`config.mk`:
```
export PLATFORM = sky130hd
export DESIGN_NAME = verdict_tally_flat
export DESIGN_NICKNAME = d
export VERILOG_FILES = /design/src/rtl/verdict_tally_if.sv /design/src/rtl/verdict_tally.sv /design/src/flat_wrapper.sv
export SDC_FILE = /design/constraint.sdc
export NUM_CORES = 1
export LEC_CHECK = 0
export ABC_AREA = 0
export ABC_CLOCK_PERIOD_IN_PS = 2380
export CAP_MARGIN = 10
export CORE_AREA = 2 2 51 77
export CTS_BUF_LIST = sky130_fd_sc_hd__clkbuf_16
export CTS_CLUSTER_SIZE = 14
export DETAILED_ROUTE_END_ITERATION = 8
export DIE_AREA = 0 0 53 79
export DONT_BUFFER_PORTS = 1
export SLEW_MARGIN = 40
export SYNTH_ARGS = -nofsm -noshare
export SYNTH_HDL_FRONTEND = slang
export SYNTH_SLANG_ARGS = --single-unit
```
`constraint.sdc`:
```
create_clock -name clk -period 2.38 [get_ports clk]
set_clock_uncertainty 0.2 [all_clocks]
set_input_delay 0.238 -clock clk [delete_from_list [all_inputs] [get_ports clk]]
set_output_delay 0.238 -clock clk [all_outputs]
set_load 0.01 [all_outputs]
```
`src/rtl/verdict_tally_if.sv`:
```
// Verdict handshake bundle between the voter stage (master) and the tally (slave).
interface verdict_tally_if;
  logic       v_valid;
  logic       v_ready;
  logic [3:1] verdict;

  modport master (
    output v_valid,
    output verdict,
    input  v_ready
  );

  modport slave (
    input  v_valid,
    input  verdict,
    output v_ready
  );
endinterface

```
`src/rtl/verdict_tally.sv`:
```
// verdict_tally: consumes one-hot voter verdicts (100 reject, 010 tie, 001 pass)
// over a valid/ready handshake, tallies ROUNDS legal verdicts per session and
// issues a one-hot session result with a one-cycle done pulse.
// Optional feature macro: TALLY_STRICT_EN -- an illegal code aborts the session
// straight into HOLD with result 000 and a done pulse.
// ROUNDS must lie in [1, 2^CW-1].
module verdict_tally #(
  parameter int unsigned ROUNDS = 8,
  parameter int unsigned CW     = 4
) (
  input  logic           clk,
  input  logic           rst_n,
  input  logic           start,
  verdict_tally_if.slave vif,
  output logic           busy,
  output logic           done,
  output logic [CW-1:0]  pass_cnt,
  output logic [CW-1:0]  tie_cnt,
  output logic [CW-1:0]  fail_cnt,
  output logic [CW-1:0]  err_cnt,
  output logic [3:1]     result
);

  localparam logic [3:1]    V_PASS     = 3'b001;
  localparam logic [3:1]    V_TIE      = 3'b010;
  localparam logic [3:1]    V_FAIL     = 3'b100;
  localparam logic [3:1]    V_NONE     = 3'b000;
  localparam logic [CW-1:0] LAST_ROUND = CW'(ROUNDS - 1);
  localparam logic [CW-1:0] CNT_MAX    = {CW{1'b1}};

  typedef enum logic [1:0] {
    ST_IDLE    = 2'd0,
    ST_COLLECT = 2'd1,
    ST_DECIDE  = 2'd2,
    ST_HOLD    = 2'd3
  } state_e;

  state_e        state_q;
  logic          v_ready_q;
  logic          busy_q;
  logic          done_q;
  logic [CW-1:0] pass_q;
  logic [CW-1:0] tie_q;
  logic [CW-1:0] fail_q;
  logic [CW-1:0] err_q;
  logic [CW-1:0] round_q;
  logic [3:1]    result_q;

  logic          hs_c;
  logic          is_pass_c;
  logic          is_tie_c;
  logic          is_fail_c;
  logic          legal_c;
  logic          last_c;

  logic [CW-1:0] pass_d;
  logic [CW-1:0] tie_d;
  logic [CW-1:0] fail_d;
  logic [CW-1:0] err_d;
  logic [CW-1:0] round_d;
  logic [3:1]    result_d;

  // Handshake detect and one-hot legality decode of the presented code
  always_comb begin
    hs_c      = vif.v_valid & v_ready_q;
    is_pass_c = (vif.verdict == V_PASS);
    is_tie_c  = (vif.verdict == V_TIE);
    is_fail_c = (vif.verdict == V_FAIL);
    legal_c   = is_pass_c | is_tie_c | is_fail_c;
    last_c    = legal_c & (round_q == LAST_ROUND);
  end

  // Counter next values for an accepted verdict; err_cnt saturates
  always_comb begin
    pass_d  = pass_q  + CW'(is_pass_c);
    tie_d   = tie_q   + CW'(is_tie_c);
    fail_d  = fail_q  + CW'(is_fail_c);
    round_d = round_q + CW'(legal_c);
    err_d   = (err_q == CNT_MAX) ? err_q : err_q + CW'(1);
  end

  // Session result: pass vs reject majority, tie count does not vote
  always_comb begin
    result_d = V_TIE;
    if (pass_q > fail_q) begin
      result_d = V_PASS;
    end else if (fail_q > pass_q) begin
      result_d = V_FAIL;
    end
  end

  // Session FSM with all outputs registered alongside the state
  always_ff @(posedge clk or negedge rst_n) begin
    if (!rst_n) begin
      state_q   <= ST_IDLE;
      v_ready_q <= 1'b0;
      busy_q    <= 1'b0;
      done_q    <= 1'b0;
      pass_q    <= '0;
      tie_q     <= '0;
      fail_q    <= '0;
      err_q     <= '0;
      round_q   <= '0;
      result_q  <= V_NONE;
    end else begin
      done_q <= 1'b0;
      case (state_q)
        ST_IDLE, ST_HOLD: begin
          if (start) begin
            state_q   <= ST_COLLECT;
            v_ready_q <= 1'b1;
            busy_q    <= 1'b1;
            pass_q    <= '0;
            tie_q     <= '0;
            fail_q    <= '0;
            err_q     <= '0;
            round_q   <= '0;
            result_q  <= V_NONE;
          end
        end
        ST_COLLECT: begin
          if (hs_c) begin
            if (legal_c) begin
              pass_q  <= pass_d;
              tie_q   <= tie_d;
              fail_q  <= fail_d;
              round_q <= round_d;
              if (last_c) begin
                state_q   <= ST_DECIDE;
                v_ready_q <= 1'b0;
              end
            end else begin
              err_q <= err_d;
`ifdef TALLY_STRICT_EN
              // Illegal code aborts: partial tallies stay visible, no result
              state_q   <= ST_HOLD;
              v_ready_q <= 1'b0;
              busy_q    <= 1'b0;
              done_q    <= 1'b1;
              result_q  <= V_NONE;
`endif
            end
          end
        end
        ST_DECIDE: begin
          state_q  <= ST_HOLD;
          busy_q   <= 1'b0;
          done_q   <= 1'b1;
          result_q <= result_d;
        end
        default: begin
          state_q   <= ST_IDLE;
          v_ready_q <= 1'b0;
          busy_q    <= 1'b0;
        end
      endcase
    end
  end

  assign vif.v_ready = v_ready_q;
  assign busy        = busy_q;
  assign done        = done_q;
  assign pass_cnt    = pass_q;
  assign tie_cnt     = tie_q;
  assign fail_cnt    = fail_q;
  assign err_cnt     = err_q;
  assign result      = result_q;

endmodule

```
`src/flat_wrapper.sv`:
```
// flat-port wrapper written by rule: the top's interface ports become plain ports
module verdict_tally_flat 
#(
  parameter int unsigned ROUNDS = 8,
  parameter int unsigned CW     = 4
)
  (clk, rst_n, start, busy, done, pass_cnt, tie_cnt, fail_cnt, err_cnt, result, vif_v_valid, vif_verdict, vif_v_ready);
  verdict_tally_if vif_i ();
  input  logic clk;
  input  logic rst_n;
  input  logic start;
  output logic busy;
  output logic done;
  output logic [CW-1:0] pass_cnt;
  output logic [CW-1:0] tie_cnt;
  output logic [CW-1:0] fail_cnt;
  output logic [CW-1:0] err_cnt;
  output logic [3:1] result;
  input wire logic [$bits(vif_i.v_valid)-1:0] vif_v_valid;
  input wire logic [$bits(vif_i.verdict)-1:0] vif_verdict;
  output wire logic [$bits(vif_i.v_ready)-1:0] vif_v_ready;
  assign vif_i.v_valid = vif_v_valid;
  assign vif_i.verdict = vif_verdict;
  assign vif_v_ready = vif_i.v_ready;
  verdict_tally #(.ROUNDS(ROUNDS), .CW(CW)) u_core (.clk(clk), .rst_n(rst_n), .start(start), .vif(vif_i), .busy(busy), .done(done), .pass_cnt(pass_cnt), .tie_cnt(tie_cnt), .fail_cnt(fail_cnt), .err_cnt(err_cnt), .result(result));
endmodule
```
==> run_summary.xml <==
<?xml version="1.0" encoding="UTF-8"?>
<metrics>
  <group name="yosys">
    <metric name="async_reset_ff_frac" unit="">1.00</metric>
    <metric name="flip_flop_and_latch_count_after_synthesis" unit="">28</metric>
    <metric name="synth_top_area_frac" unit="">0.409</metric>
    <metric name="fraction_of_the_mapped_netlist_area_in_simple_logic_gates" unit="">0.263</metric>
    <metric name="netlist_top_cells_area" unit="">dfrtp_1 (41%), ha_1 (12%), nand3_1 (6.1%), nand2_1 (4.2%), or4_1 (3.9%)</metric>
    <metric name="syn_area_per_cell" unit="um^2">9.22</metric>
    <metric name="dominant_combinational_cell_family_by_area_after_synthesis" unit="">simple AND/OR/NAND/NOR gates</metric>
    <metric name="synth-compound-area-share" unit="">0.139</metric>
    <metric name="yosysSeqAreaShare" unit="">0.409</metric>
    <metric name="yosysWarningCount" unit="">0</metric>
    <metric name="synth_cell_type_count" unit="">36</metric>
    <metric name="syn_std_cell_area" unit="um^2">1710</metric>
    <metric name="synth_mux_area_frac" unit="">0.0117</metric>
    <metric name="post-synth-top-area-cell" unit="">dfrtp_1</metric>
    <metric name="synthesis.nets" unit="">209</metric>
    <metric name="post_synth_inst_count" unit="">186</metric>
    <metric name="edff_count_synth" unit="">0</metric>
    <metric name="adder_and_majority_cell_fraction_of_the_synthesized_area" unit="">0.117</metric>
    <metric name="postSynth.topFlopCell" unit="">dfrtp_1</metric>
    <metric name="post_synth_xor_area_fraction" unit="">0.00511</metric>
  </group>
  <group name="sta">
    <metric name="slew_viol_final" unit="">0</metric>
    <metric name="timing.final.crit_share" unit="">0.902</metric>
    <metric name="worst_slew_margin_rel" unit="">0.732</metric>
    <metric name="tightestPinTransition" unit="ns">0.402</metric>
    <metric name="final_period_minus_worst_setup_slack" unit="ns">2.15</metric>
    <metric name="setup_ws" unit="ns">0.234</metric>
    <metric name="hold_violations" unit="">0</metric>
    <metric name="rsz_0062_raised_after_global_routing" unit="">false</metric>
    <metric name="setup_total_negative_slack" unit="ns">0</metric>
    <metric name="timing.fmax" unit="MHz">466</metric>
    <metric name="setup_viol" unit="">0</metric>
    <metric name="fin_hold_ws" unit="ns">0.0240</metric>
  </group>
  <group name="placement">
    <metric name="place_congestion" unit="">0.773</metric>
    <metric name="place_hpwl" unit="mm">2.93</metric>
    <metric name="placed_cells" unit="">226</metric>
    <metric name="placement.setup.worst_slack" unit="ns">0.127</metric>
    <metric name="dpl-instance-area" unit="um^2">1760</metric>
    <metric name="numPortBuffers" unit="">0</metric>
  </group>
  <group name="drt">
    <metric name="average_vias_per_placed_instance" unit="">6.20</metric>
    <metric name="count_of_vias_placed_by_the_detailed_router" unit="">1444</metric>
    <metric name="drt_pass1_iterations" unit="">4</metric>
    <metric name="detail_route.wl_per_cell" unit="um">17.1</metric>
    <metric name="initialDrtViolationCount" unit="">32</metric>
    <metric name="wl" unit="mm">3.99</metric>
    <metric name="drc" unit="">0</metric>
    <metric name="ant_nets" unit="">0</metric>
  </group>
  <group name="clock_network">
    <metric name="post_cts.repair.setup_buffers" unit="">0</metric>
    <metric name="total_number_of_clock_tree_sinks" unit="">28</metric>
    <metric name="cts_max_level" unit="">1</metric>
    <metric name="cts-buffers-inserted" unit="">3</metric>
    <metric name="clkSlewWorstSetupHoldPaths" unit="ns">0.07</metric>
    <metric name="clk_root_buffer_cell" unit="">clkbuf_16</metric>
    <metric name="insertion_delay" unit="ns">0.26</metric>
    <metric name="ctsLongestPathBuffers" unit="">2</metric>
    <metric name="tritoncts" unit="">done</metric>
  </group>
  <group name="power">
    <metric name="powerDensity" unit="nW/um^2">994</metric>
    <metric name="total_leakage_power" unit="nW">0.859</metric>
    <metric name="total_power" unit="mW">1.88</metric>
    <metric name="vdd_drop_max" unit="uV">601</metric>
  </group>
  <group name="global_routing">
    <metric name="first_global_vias" unit="">1388</metric>
    <metric name="use_met1" unit="">0.285</metric>
    <metric name="overflow" unit="">0</metric>
    <metric name="track_usage" unit="">0.215</metric>
    <metric name="grt_first_pass_wirelength" unit="mm">6.69</metric>
    <metric name="grt_max_degree" unit="">29</metric>
    <metric name="grtUsageMet2" unit="">0.351</metric>
    <metric name="antenna_found_initial" unit="">0</metric>
    <metric name="top_usage_layer" unit="">met2</metric>
    <metric name="grt_use_met3" unit="">0.0414</metric>
  </group>
  <group name="status">
    <metric name="run_status" unit="">finished, final reports clean</metric>
  </group>
  <group name="cells_and_area">
    <metric name="fillerInstances" unit="">336</metric>
    <metric name="fin_cells" unit="">233</metric>
    <metric name="layout.cells.most_common_list" unit="">dfrtp_1 (28), nand3_1 (21), nand2_1 (19)</metric>
    <metric name="mostFrequentLayoutCell" unit="">dfrtp_1</metric>
    <metric name="area_growth_from_synthesis_to_layout" unit="%">10.2</metric>
    <metric name="diodes" unit="">0</metric>
    <metric name="fin_util" unit="">0.533</metric>
    <metric name="layout.nets" unit="">214</metric>
    <metric name="fin_area" unit="um^2">1890</metric>
    <metric name="final_layout_size_suffix_gt1_frac" unit="">0.0737</metric>
  </group>
  <group name="floorplan">
    <metric name="die-area" unit="um^2">4190</metric>
    <metric name="floorplan_core_area" unit="um^2">3550</metric>
    <metric name="die_w" unit="um">53</metric>
    <metric name="fp.dieH" unit="um">79</metric>
    <metric name="num_io_pins" unit="">29</metric>
    <metric name="start_util" unit="">0.483</metric>
    <metric name="core.rowCount" unit="">27</metric>
  </group>
  <group name="critical_path">
    <metric name="timing.rr.end" unit="">u_core.fail_cnt[3]</metric>
    <metric name="regToRegSetupSlack" unit="ns">0.23</metric>
    <metric name="worst-endpoint-arrival" unit="ns">2.13</metric>
    <metric name="startpoint_type" unit="">register</metric>
    <metric name="crit_path_end_kind" unit="">register</metric>
    <metric name="worst-r2r-cell-count" unit="">6</metric>
    <metric name="critical_path.max_stage_delay" unit="ns">0.54</metric>
    <metric name="critPathSlowestCell" unit="">or4_1</metric>
    <metric name="worst_r2r_startpoint" unit="">u_core.state_q[0]</metric>
    <metric name="critical_path.max_fanout" unit="">18</metric>
    <metric name="worst_ep_required_time" unit="ns">2.37</metric>
    <metric name="critPathLaunch" unit="">u_core.state_q[0]</metric>
    <metric name="timing.critical_path.cells" unit="">inv_1 &gt; ha_1 &gt; nand2b_1 &gt; nand3_4 &gt; or4_1 &gt; a21oi_1</metric>
    <metric name="critical_path_class" unit="">reg2reg</metric>
  </group>
  <group name="hold_path">
    <metric name="timing.hold.worst_path_depth" unit="">2</metric>
    <metric name="hold_path_startpoint" unit="">start</metric>
    <metric name="whs_endpoint" unit="">u_core.state_q[1]</metric>
    <metric name="hold_class" unit="">in2reg</metric>
  </group>
  <group name="run">
    <metric name="maxCapViolCount" unit="">0</metric>
  </group>
</metrics>
what timing repair did:
item                                    4_1_cts  5_1_grt
hold buffers                                  3        0
endpoints found under the hold margin        29        0
resized for setup                             0        1
endpoints found under the setup margin        0        1
power breakdown:
part | internal (mW) | switching (mW)
Combinational | 0.277 | 0.554
Sequential | 0.554 | 0.103
Clock | 0.226 | 0.164
metal layers:
layer,vias up,wire length (um)
met5,-,0
met4,0,33
met3,4,187
met2,42,1950
met1,690,1820
li1,708,-
layout make-up:
type | instances | area [um^2] | share of cell area
Multi-Input combinational cell | 138 | 926 | 0.490
Sequential cell | 28 | 701 | 0.371
Timing Repair Buffer | 10 | 92.6 | 0.0490
Clock buffer | 3 | 75.1 | 0.0397
Tap cell | 43 | 53.8 | 0.0285
Inverter | 10 | 37.5 | 0.0199
Clock inverter | 1 | 3.75 | 0.00199
worst max path at each step:
stage                    endpoint  slack (ns)  cells past startpoint
6_report       u_core.fail_cnt[3]        0.23                      6
5_1_grt        u_core.fail_cnt[3]        0.10                      6
4_1_cts        u_core.fail_cnt[3]        0.12                      6
3_5_place_dp   u_core.fail_cnt[3]        0.13                      6
3_3_place_gp    u_core.tie_cnt[3]        0.21                      6
2_1_floorplan  u_core.fail_cnt[3]        0.30                      8
flip-flops by register name (all words and copies together), names as in the netlist:
signal / cells
u_core.busy: 1
u_core.done: 1
u_core.err_cnt: 4
u_core.fail_cnt: 4
u_core.pass_cnt: 4
u_core.result: 3
u_core.round_q: 4
u_core.state_q: 2
u_core.tie_cnt: 4
u_core.vif.v_ready: 1
cell families after synthesis:
family                   count (synthesis)
AO/OA/AOI/OAI                           38
XOR/XNOR                                 1
adder cells (fa/ha/maj)                 16
buffers and inverters                   20
flip-flops                              28
multiplexers                             2
AND/OR/NAND/NOR                         81
cell usage after synthesis (2+ instances only):
master,count
dfrtp_1,28
nand3_1,21
nand2_1,19
ha_1,16
a21oi_1,10
nand4_1,10
inv_1,9
or4_1,9
o21ai_0,7
o31ai_1,7
clkbuf_1,6
nor3b_1,4
o211ai_1,4
and3_1,3
nand2b_1,3
nor3_1,3
o21ai_1,3
buf_6,2
mux2i_1,2
nor2_1,2
nor4_1,2
o22ai_1,2
critical path: cells and delay by family (launching register included):
kind,cells,cell delay [ns]
AOI/OAI and AO/OA,1,0.17
adders and majority gates,1,0.35
DFF,1,0.38
buffers and inverters,1,0.07
and+or+nand+nor,3,0.90
Power figures use the tool's default switching activity.
